## src/rtl/mp_serial_adder_pkg.sv

```systemverilog
// Shared types and sizing helpers for the multi-precision serial adder.
package mp_serial_adder_pkg;

    localparam int unsigned CHUNK = 16;

    typedef enum logic [1:0] {
        IDLE = 2'd0,
        RUN  = 2'd1,
        DONE = 2'd2
    } state_t;

    function automatic int unsigned num_chunks(input int unsigned w);
        return w / CHUNK;
    endfunction

    function automatic int unsigned cnt_width(input int unsigned n);
        return (n > 1) ? $clog2(n) : 1;
    endfunction

endpackage

```

## src/rtl/mp_serial_adder_core.sv

```systemverilog
// 16-bit hybrid prefix adder: Brent-Kung pair reduction, Kogge-Stone on the
// 8 pair groups, then a final Brent-Kung fix-up of the even bit positions.
module mp_serial_adder_core (
    input  logic [15:0] i_a,
    input  logic [15:0] i_b,
    input  logic        i_cin,
    output logic [15:0] o_sum,
    output logic        o_cout
);

    logic [15:0] w_g;
    logic [15:0] w_p;
    logic [15:0] w_g0;
    logic [7:0]  w_pg;
    logic [7:1]  w_pp;
    logic [7:0]  w_g1;
    logic [7:2]  w_p1;
    logic [7:0]  w_g2;
    logic [7:4]  w_p2;
    logic [7:0]  w_g3;
    logic [15:0] w_gc;

    assign w_g  = i_a & i_b;
    assign w_p  = i_a ^ i_b;
    // Carry-in folded into bit 0 so every prefix is a complete carry.
    assign w_g0 = {w_g[15:1], w_g[0] | (w_p[0] & i_cin)};

    always_comb begin
        w_pg = '0;
        w_pp = '0;
        for (int j = 0; j < 8; j++) begin
            w_pg[j] = w_g0[2*j+1] | (w_p[2*j+1] & w_g0[2*j]);
        end
        for (int j = 1; j < 8; j++) begin
            w_pp[j] = w_p[2*j+1] & w_p[2*j];
        end
    end

    always_comb begin
        w_g1 = w_pg;
        w_p1 = '0;
        for (int j = 1; j < 8; j++) begin
            w_g1[j] = w_pg[j] | (w_pp[j] & w_pg[j-1]);
        end
        for (int j = 2; j < 8; j++) begin
            w_p1[j] = w_pp[j] & w_pp[j-1];
        end
    end

    always_comb begin
        w_g2 = w_g1;
        w_p2 = '0;
        for (int j = 2; j < 8; j++) begin
            w_g2[j] = w_g1[j] | (w_p1[j] & w_g1[j-2]);
        end
        for (int j = 4; j < 8; j++) begin
            w_p2[j] = w_p1[j] & w_p1[j-2];
        end
    end

    always_comb begin
        w_g3 = w_g2;
        for (int j = 4; j < 8; j++) begin
            w_g3[j] = w_g2[j] | (w_p2[j] & w_g2[j-4]);
        end
    end

    always_comb begin
        w_gc    = '0;
        w_gc[0] = w_g0[0];
        for (int j = 0; j < 8; j++) begin
            w_gc[2*j+1] = w_g3[j];
        end
        for (int j = 1; j < 8; j++) begin
            w_gc[2*j] = w_g0[2*j] | (w_p[2*j] & w_g3[j-1]);
        end
    end

    assign o_sum  = w_p ^ {w_gc[14:0], i_cin};
    assign o_cout = w_gc[15];

endmodule

```

## src/rtl/mp_serial_adder.sv

```systemverilog
// Multi-precision adder/subtractor: W-bit operands pushed through one 16-bit
// prefix core a chunk per cycle, with the carry held in a register.
module mp_serial_adder
    import mp_serial_adder_pkg::*;
#(
    parameter int unsigned W = 64
) (
    input  logic         clk,
    input  logic         rst_n,
    input  logic         in_valid,
    output logic         in_ready,
    input  logic [W-1:0] in_a,
    input  logic [W-1:0] in_b,
    input  logic         in_cin,
    input  logic         in_sub,
    output logic         out_valid,
    input  logic         out_ready,
    output logic [W-1:0] out_sum,
    output logic         out_cout,
    output logic         out_ovf,
    output logic         out_zero,
    output logic         busy
);

    localparam int unsigned N  = num_chunks(W);
    localparam int unsigned KW = cnt_width(N);

    if ((W < CHUNK) || ((W % CHUNK) != 0)) begin : g_bad_width
        $error("mp_serial_adder: W must be a multiple of 16 and at least 16");
    end

    state_t          r_state;
    logic [KW-1:0]   r_k;
    logic            r_carry;
    logic [W-1:0]    r_a;
    logic [W-1:0]    r_b;
    logic [W-1:0]    r_sum;

    logic [CHUNK-1:0] w_a_chunk;
    logic [CHUNK-1:0] w_b_chunk;
    logic [CHUNK-1:0] w_core_sum;
    logic             w_core_cout;
    logic [W-1:0]     w_sum_next;
    logic             w_last;
    logic             w_top_carry;

    always_comb begin
        w_a_chunk = '0;
        w_b_chunk = '0;
        for (int i = 0; i < N; i++) begin
            if (r_k == KW'(i)) begin
                w_a_chunk = r_a[i*CHUNK +: CHUNK];
                w_b_chunk = r_b[i*CHUNK +: CHUNK];
            end
        end
    end

    mp_serial_adder_core u_core (
        .i_a    (w_a_chunk),
        .i_b    (w_b_chunk),
        .i_cin  (r_carry),
        .o_sum  (w_core_sum),
        .o_cout (w_core_cout)
    );

    // Result with the current chunk merged in, so out_zero sees the final value.
    always_comb begin
        w_sum_next = r_sum;
        for (int i = 0; i < N; i++) begin
            if (r_k == KW'(i)) begin
                w_sum_next[i*CHUNK +: CHUNK] = w_core_sum;
            end
        end
    end

    assign w_last      = (r_k == KW'(N - 1));
    assign w_top_carry = w_core_sum[CHUNK-1] ^ w_a_chunk[CHUNK-1] ^ w_b_chunk[CHUNK-1];
    assign out_sum     = r_sum;

    always_ff @(posedge clk or negedge rst_n) begin
        if (!rst_n) begin
            r_state   <= IDLE;
            r_k       <= '0;
            r_carry   <= 1'b0;
            r_a       <= '0;
            r_b       <= '0;
            r_sum     <= '0;
            in_ready  <= 1'b1;
            out_valid <= 1'b0;
            out_cout  <= 1'b0;
            out_ovf   <= 1'b0;
            out_zero  <= 1'b0;
            busy      <= 1'b0;
        end else begin
            case (r_state)
                IDLE: begin
                    if (in_valid) begin
                        r_a      <= in_a;
                        r_b      <= in_sub ? ~in_b : in_b;
                        r_carry  <= in_sub ? 1'b1 : in_cin;
                        r_k      <= '0;
                        in_ready <= 1'b0;
                        busy     <= 1'b1;
                        r_state  <= RUN;
                    end
                end
                RUN: begin
                    r_sum   <= w_sum_next;
                    r_carry <= w_core_cout;
                    r_k     <= r_k + KW'(1);
                    if (w_last) begin
                        r_k       <= '0;
                        out_cout  <= w_core_cout;
                        out_ovf   <= w_top_carry ^ w_core_cout;
                        out_zero  <= (w_sum_next == '0);
                        out_valid <= 1'b1;
                        r_state   <= DONE;
                    end
                end
                DONE: begin
                    if (out_ready) begin
                        out_valid <= 1'b0;
                        in_ready  <= 1'b1;
                        busy      <= 1'b0;
                        r_state   <= IDLE;
                    end
                end
                default: begin
                    r_state <= IDLE;
                end
            endcase
        end
    end

endmodule

```

## config.mk

```make
export PLATFORM = sky130hd
export DESIGN_NAME = mp_serial_adder
export DESIGN_NICKNAME = d
export VERILOG_FILES = /design/src/rtl/mp_serial_adder_pkg.sv /design/src/rtl/mp_serial_adder_core.sv /design/src/rtl/mp_serial_adder.sv
export SDC_FILE = /design/constraint.sdc
export NUM_CORES = 1
export LEC_CHECK = 0
export CAP_MARGIN = 20
export CORE_MARGIN = 1.5
export CORE_UTILIZATION = 51
export CTS_CLUSTER_DIAMETER = 50
export DETAILED_ROUTE_END_ITERATION = 16
export PLACE_DENSITY = 0.8
export SETUP_SLACK_MARGIN = 0.3
export SLEW_MARGIN = 20
export SYNTH_ARGS = -nofsm -noshare
export SYNTH_HDL_FRONTEND = slang
export SYNTH_HIERARCHICAL = 1
export SYNTH_SLANG_ARGS = --single-unit
```

## constraint.sdc

```tcl
create_clock -name clk -period 6.1 [get_ports clk]
set_input_delay 1.22 -clock clk [delete_from_list [all_inputs] [get_ports clk]]
set_output_delay 1.22 -clock clk [all_outputs]
set_load 0.005 [all_outputs]
```

==> reports/summary.txt <==
Nets: 1223
PwrDens: 704.3 mW/mm^2
Setup WS pre-CTS: 0.9748 ns
Setup WS post-layout: 0.8105 ns
WHS: 0.4816 ns
Clock share of power: 16.0%
Count of cell types in the netlist: 42
Part of the power in combinational logic: 55.9%
Largest net degree at the start of global routing: 101
# IOs: 204
TritonCTS Buffers: 23
Total area of sequential cells: 0.005081 sq mm
Final min period: 5.290 ns
Number of setup buffers added after CTS: 0
Slew margin rel.: 33.00%
Buffers on Ports: 203
Initial core utilization: 52.48%
Req. time, crit path: 6.52 ns
Crit end category: register
Hold path startpoint: out_ovf$_DFFE_PN0P_
Max Slew Vio Count: 0
Clk Latency, worst-skew pair: 0.50 ns
Final setup fails: 0
Worst-margin pin slew: 0.9978 ns
Sequential share of power: 28.1%
Die W: 142.2 um
Number of diodes: 0
RSZ-0062 raised after global routing: no
# H-tree levels: 1
Total number of vias: 7595
Syn Nets: 1041
Area growth, synth to finish: 30.65%
Remaining global-route overflow: 0
Mean Syn Cell Area: 11.24 sq um
Crit path kind: register to register
Die height: 142.2 um
Sequential share of the synthesized area: 51.42%
First-pass GRT wire length: 40.47 mm
Cell Rows: 50
Remaining DRCs: 0
Core ar.: 0.01883 sq mm
Max_cap viols: 0
Wirelength per Cell: 19.55 um
DRT Wirelength: 26.14 mm
TritonCTS clock tree: yes
Drt via density: 5.681
#FFs+latches synth: 203
Pleak: 5.184 nW
GPL Wtd Cong: 0.8671
Fin. Hold Viols: 0
Worst clock skew: 0.01314 ns
Share of layout cells above drive strength 1: 17.73%
Post-Syn Area: 0.009882 sq mm
CTS root buffer: clkbuf_16
Multi-input logic area: 0.004493 sq mm
Setup TNS: 0 ns
Worst setup path startpoint: r_k[0]$_DFFE_PN0P_
Final Cycle Share: 86.71%
DR pass1 iterations: 5
Cell internal pwr: 0.005201 W
Placed Area: 0.01211 sq mm
Fillers: 1393
Post-Syn Instances: 879
Die area: 0.02022 sq mm
Sw Ratio: 42.80%
P_sw: 0.003892 W
Vias in the first global route: 7367
Worst min path class: register to register
TritonCTS Sinks: 203
Peak fanout along the critical path: 12
Post-DRT Antenna Nets: 0
Cell area after layout: 0.01291 sq mm
Startpoint types: register
Max Fclk: 0.1891 GHz
CTS clk-pin slew, worst paths: 0.06 ns
Clk buf depth: 3
RR Startpoint: r_k[0]$_DFFE_PN0P_
Peak VDD IR: 0.4806 mV
All-Layer GR Usage: 26.04%
Hold bufs inserted after CTS: 0
First-iteration detailed-routing DRC count: 693
WP data arrival: 5.71 ns
Initial antenna violation count: 0
Half-perimeter wire length after placement: 18.79 mm
Synth Warn #: 6
Outcome: completed
CTS resizes: 0
Yosys cell counts (all sizes together):
cell type	n	share of area (%)
dfrtp	202	51
nand3b	2	0.15
or4b	1	0.10
nor4b	2	0.18
nor2b	2	0.13
fa	9	1.8
a21oi	82	4.2
mux2	129	15
or4	2	0.15
nor2	76	2.9
nor4	14	0.89
nand4	1	0.063
a41oi	1	0.16
a221oi	1	0.089
o211ai	3	0.33
xnor2	70	6.2
o21ai	72	3.6
a21o	2	0.15
o21a	2	0.15
clkbuf	27	1.0
o31ai	2	0.20
nand2b	2	0.13
a22oi	1	0.13
ha	19	2.4
inv	22	0.84
nand2	50	1.9
a22o	2	0.18
xor2	4	0.35
a221o	30	3.0
dfstp	1	0.27
a211oi	2	0.20
or3	1	0.063
o41ai	1	0.089
nor3	4	0.20
buf	30	1.4
nand3	7	0.35
o221a	1	0.11
flip-flops by register name (all words and copies together) (netlist names):
name / count
r_state: 2
out_cout: 1
out_valid: 1
r_a: 64
r_carry: 1
busy: 1
out_sum: 64
r_k: 2
in_ready: 1
out_ovf: 1
r_b: 64
out_zero: 1
cell usage in the layout, fill, tap and decap left out, types with 2 or more instances in the layout:
master	instances
a21o_1	2
a21oi_1	82
a221o_1	30
a22o_1	2
buf_4	11
bufinv_16	4
clkbuf_1	5
clkbuf_16	23
clkbuf_8	4
clkdlybuf4s50_1	201
clkinv_4	2
clkinvlp_4	3
dfrtp_1	202
fa_1	9
ha_1	17
ha_2	2
inv_1	22
mux2_2	129
nand2_1	50
nand2b_1	2
nand3_1	7
nand3b_1	2
nor2_1	75
nor3_1	4
nor4_1	14
nor4b_1	2
o211ai_2	2
o21a_1	2
o21ai_0	71
or4_1	2
xnor2_1	70
xor2_1	4
power by group through the flow:
stage | combinational (W) | sequential (W) | clock (W)
after CTS | 0.00505 | 0.00254 | 0.00147
after detailed placement | 0.00499 | 0.00256 | 0
final | 0.00509 | 0.00256 | 0.00145
after global routing | 0.00550 | 0.00263 | 0.00152
after floorplan | 0.00330 | 0.00239 | 0
after global placement | 0.00480 | 0.00254 | 0
through the flow:
step | util [%] | instances | power (W)
finish | 68.56 | 1337 | 0.009093
global route | 68.56 | 1337 | 0.009654
CTS | 68.56 | 1337 | 0.009055
detailed placement | 64.31 | 1296 | 0.007548
global placement | 64.31 | 1296 | 0.007344
floorplan | - | 879 | 0.005690
critical path, cell delays in order (launching register included):
cell and delay [ns]:
dfrtp_1 0.43, inv_1 0.13, ha_1 0.18, nor2b_2 0.55
a221o_1 0.25, o21ai_0 0.08, o21ai_0 0.38, inv_1 0.12
fa_1 0.43, inv_1 0.07, fa_1 0.24, a211oi_2 0.10
o21ai_0 0.24, nand3_1 0.12, nand2_1 0.09, fa_1 0.53
or4b_2 0.66, o41ai_1 0.31, nand3_1 0.13, o21ai_1 0.16
per-layer routing:
layer,vias up,part of all wire (%),GRT usage [%]
met5,-,0,0
met3,64,6.3,4.172
li1,3445,-,-
met2,321,48,41.54
met1,3765,42,36.04
met4,0,3.7,9.929
final cells by class:
type	count	share of cell area, %
clock buffers	31	4.923
inverters	22	0.6396
clock inverters	10	1.279
flip-flops and latches	203	39.35
well taps	260	2.520
repair buffers	214	16.48
multi-input cells	597	34.80
kinds of logic after synthesis:
family	count (synthesis)	share of synthesized area, %
flip-flops	203	51.42
AO/OA/AOI/OAI	202	12.64
AND/OR/NAND/NOR	164	7.192
multiplexers	129	14.70
buffers and inverters	79	3.267
XOR/XNOR	74	6.559
adder cells (fa/ha/maj)	28	4.229
worst paths after layout:
path                                           end  slack (ns)  depth (start not counted)
max                           out_zero$_DFFE_PN0P_        0.81                         19
min                            out_ovf$_DFFE_PN0P_        0.48                          2
max reg2reg                   out_zero$_DFFE_PN0P_        0.81                         19
min reg2reg                    out_ovf$_DFFE_PN0P_        0.48                          2
max in group asynchronous      r_a[24]$_DFFE_PN0P_        4.05                          2
min in group asynchronous  out_sum[38]$_DFFE_PN0N_        0.81                          1
No activity file was read; power rests on OpenSTA's default activity.
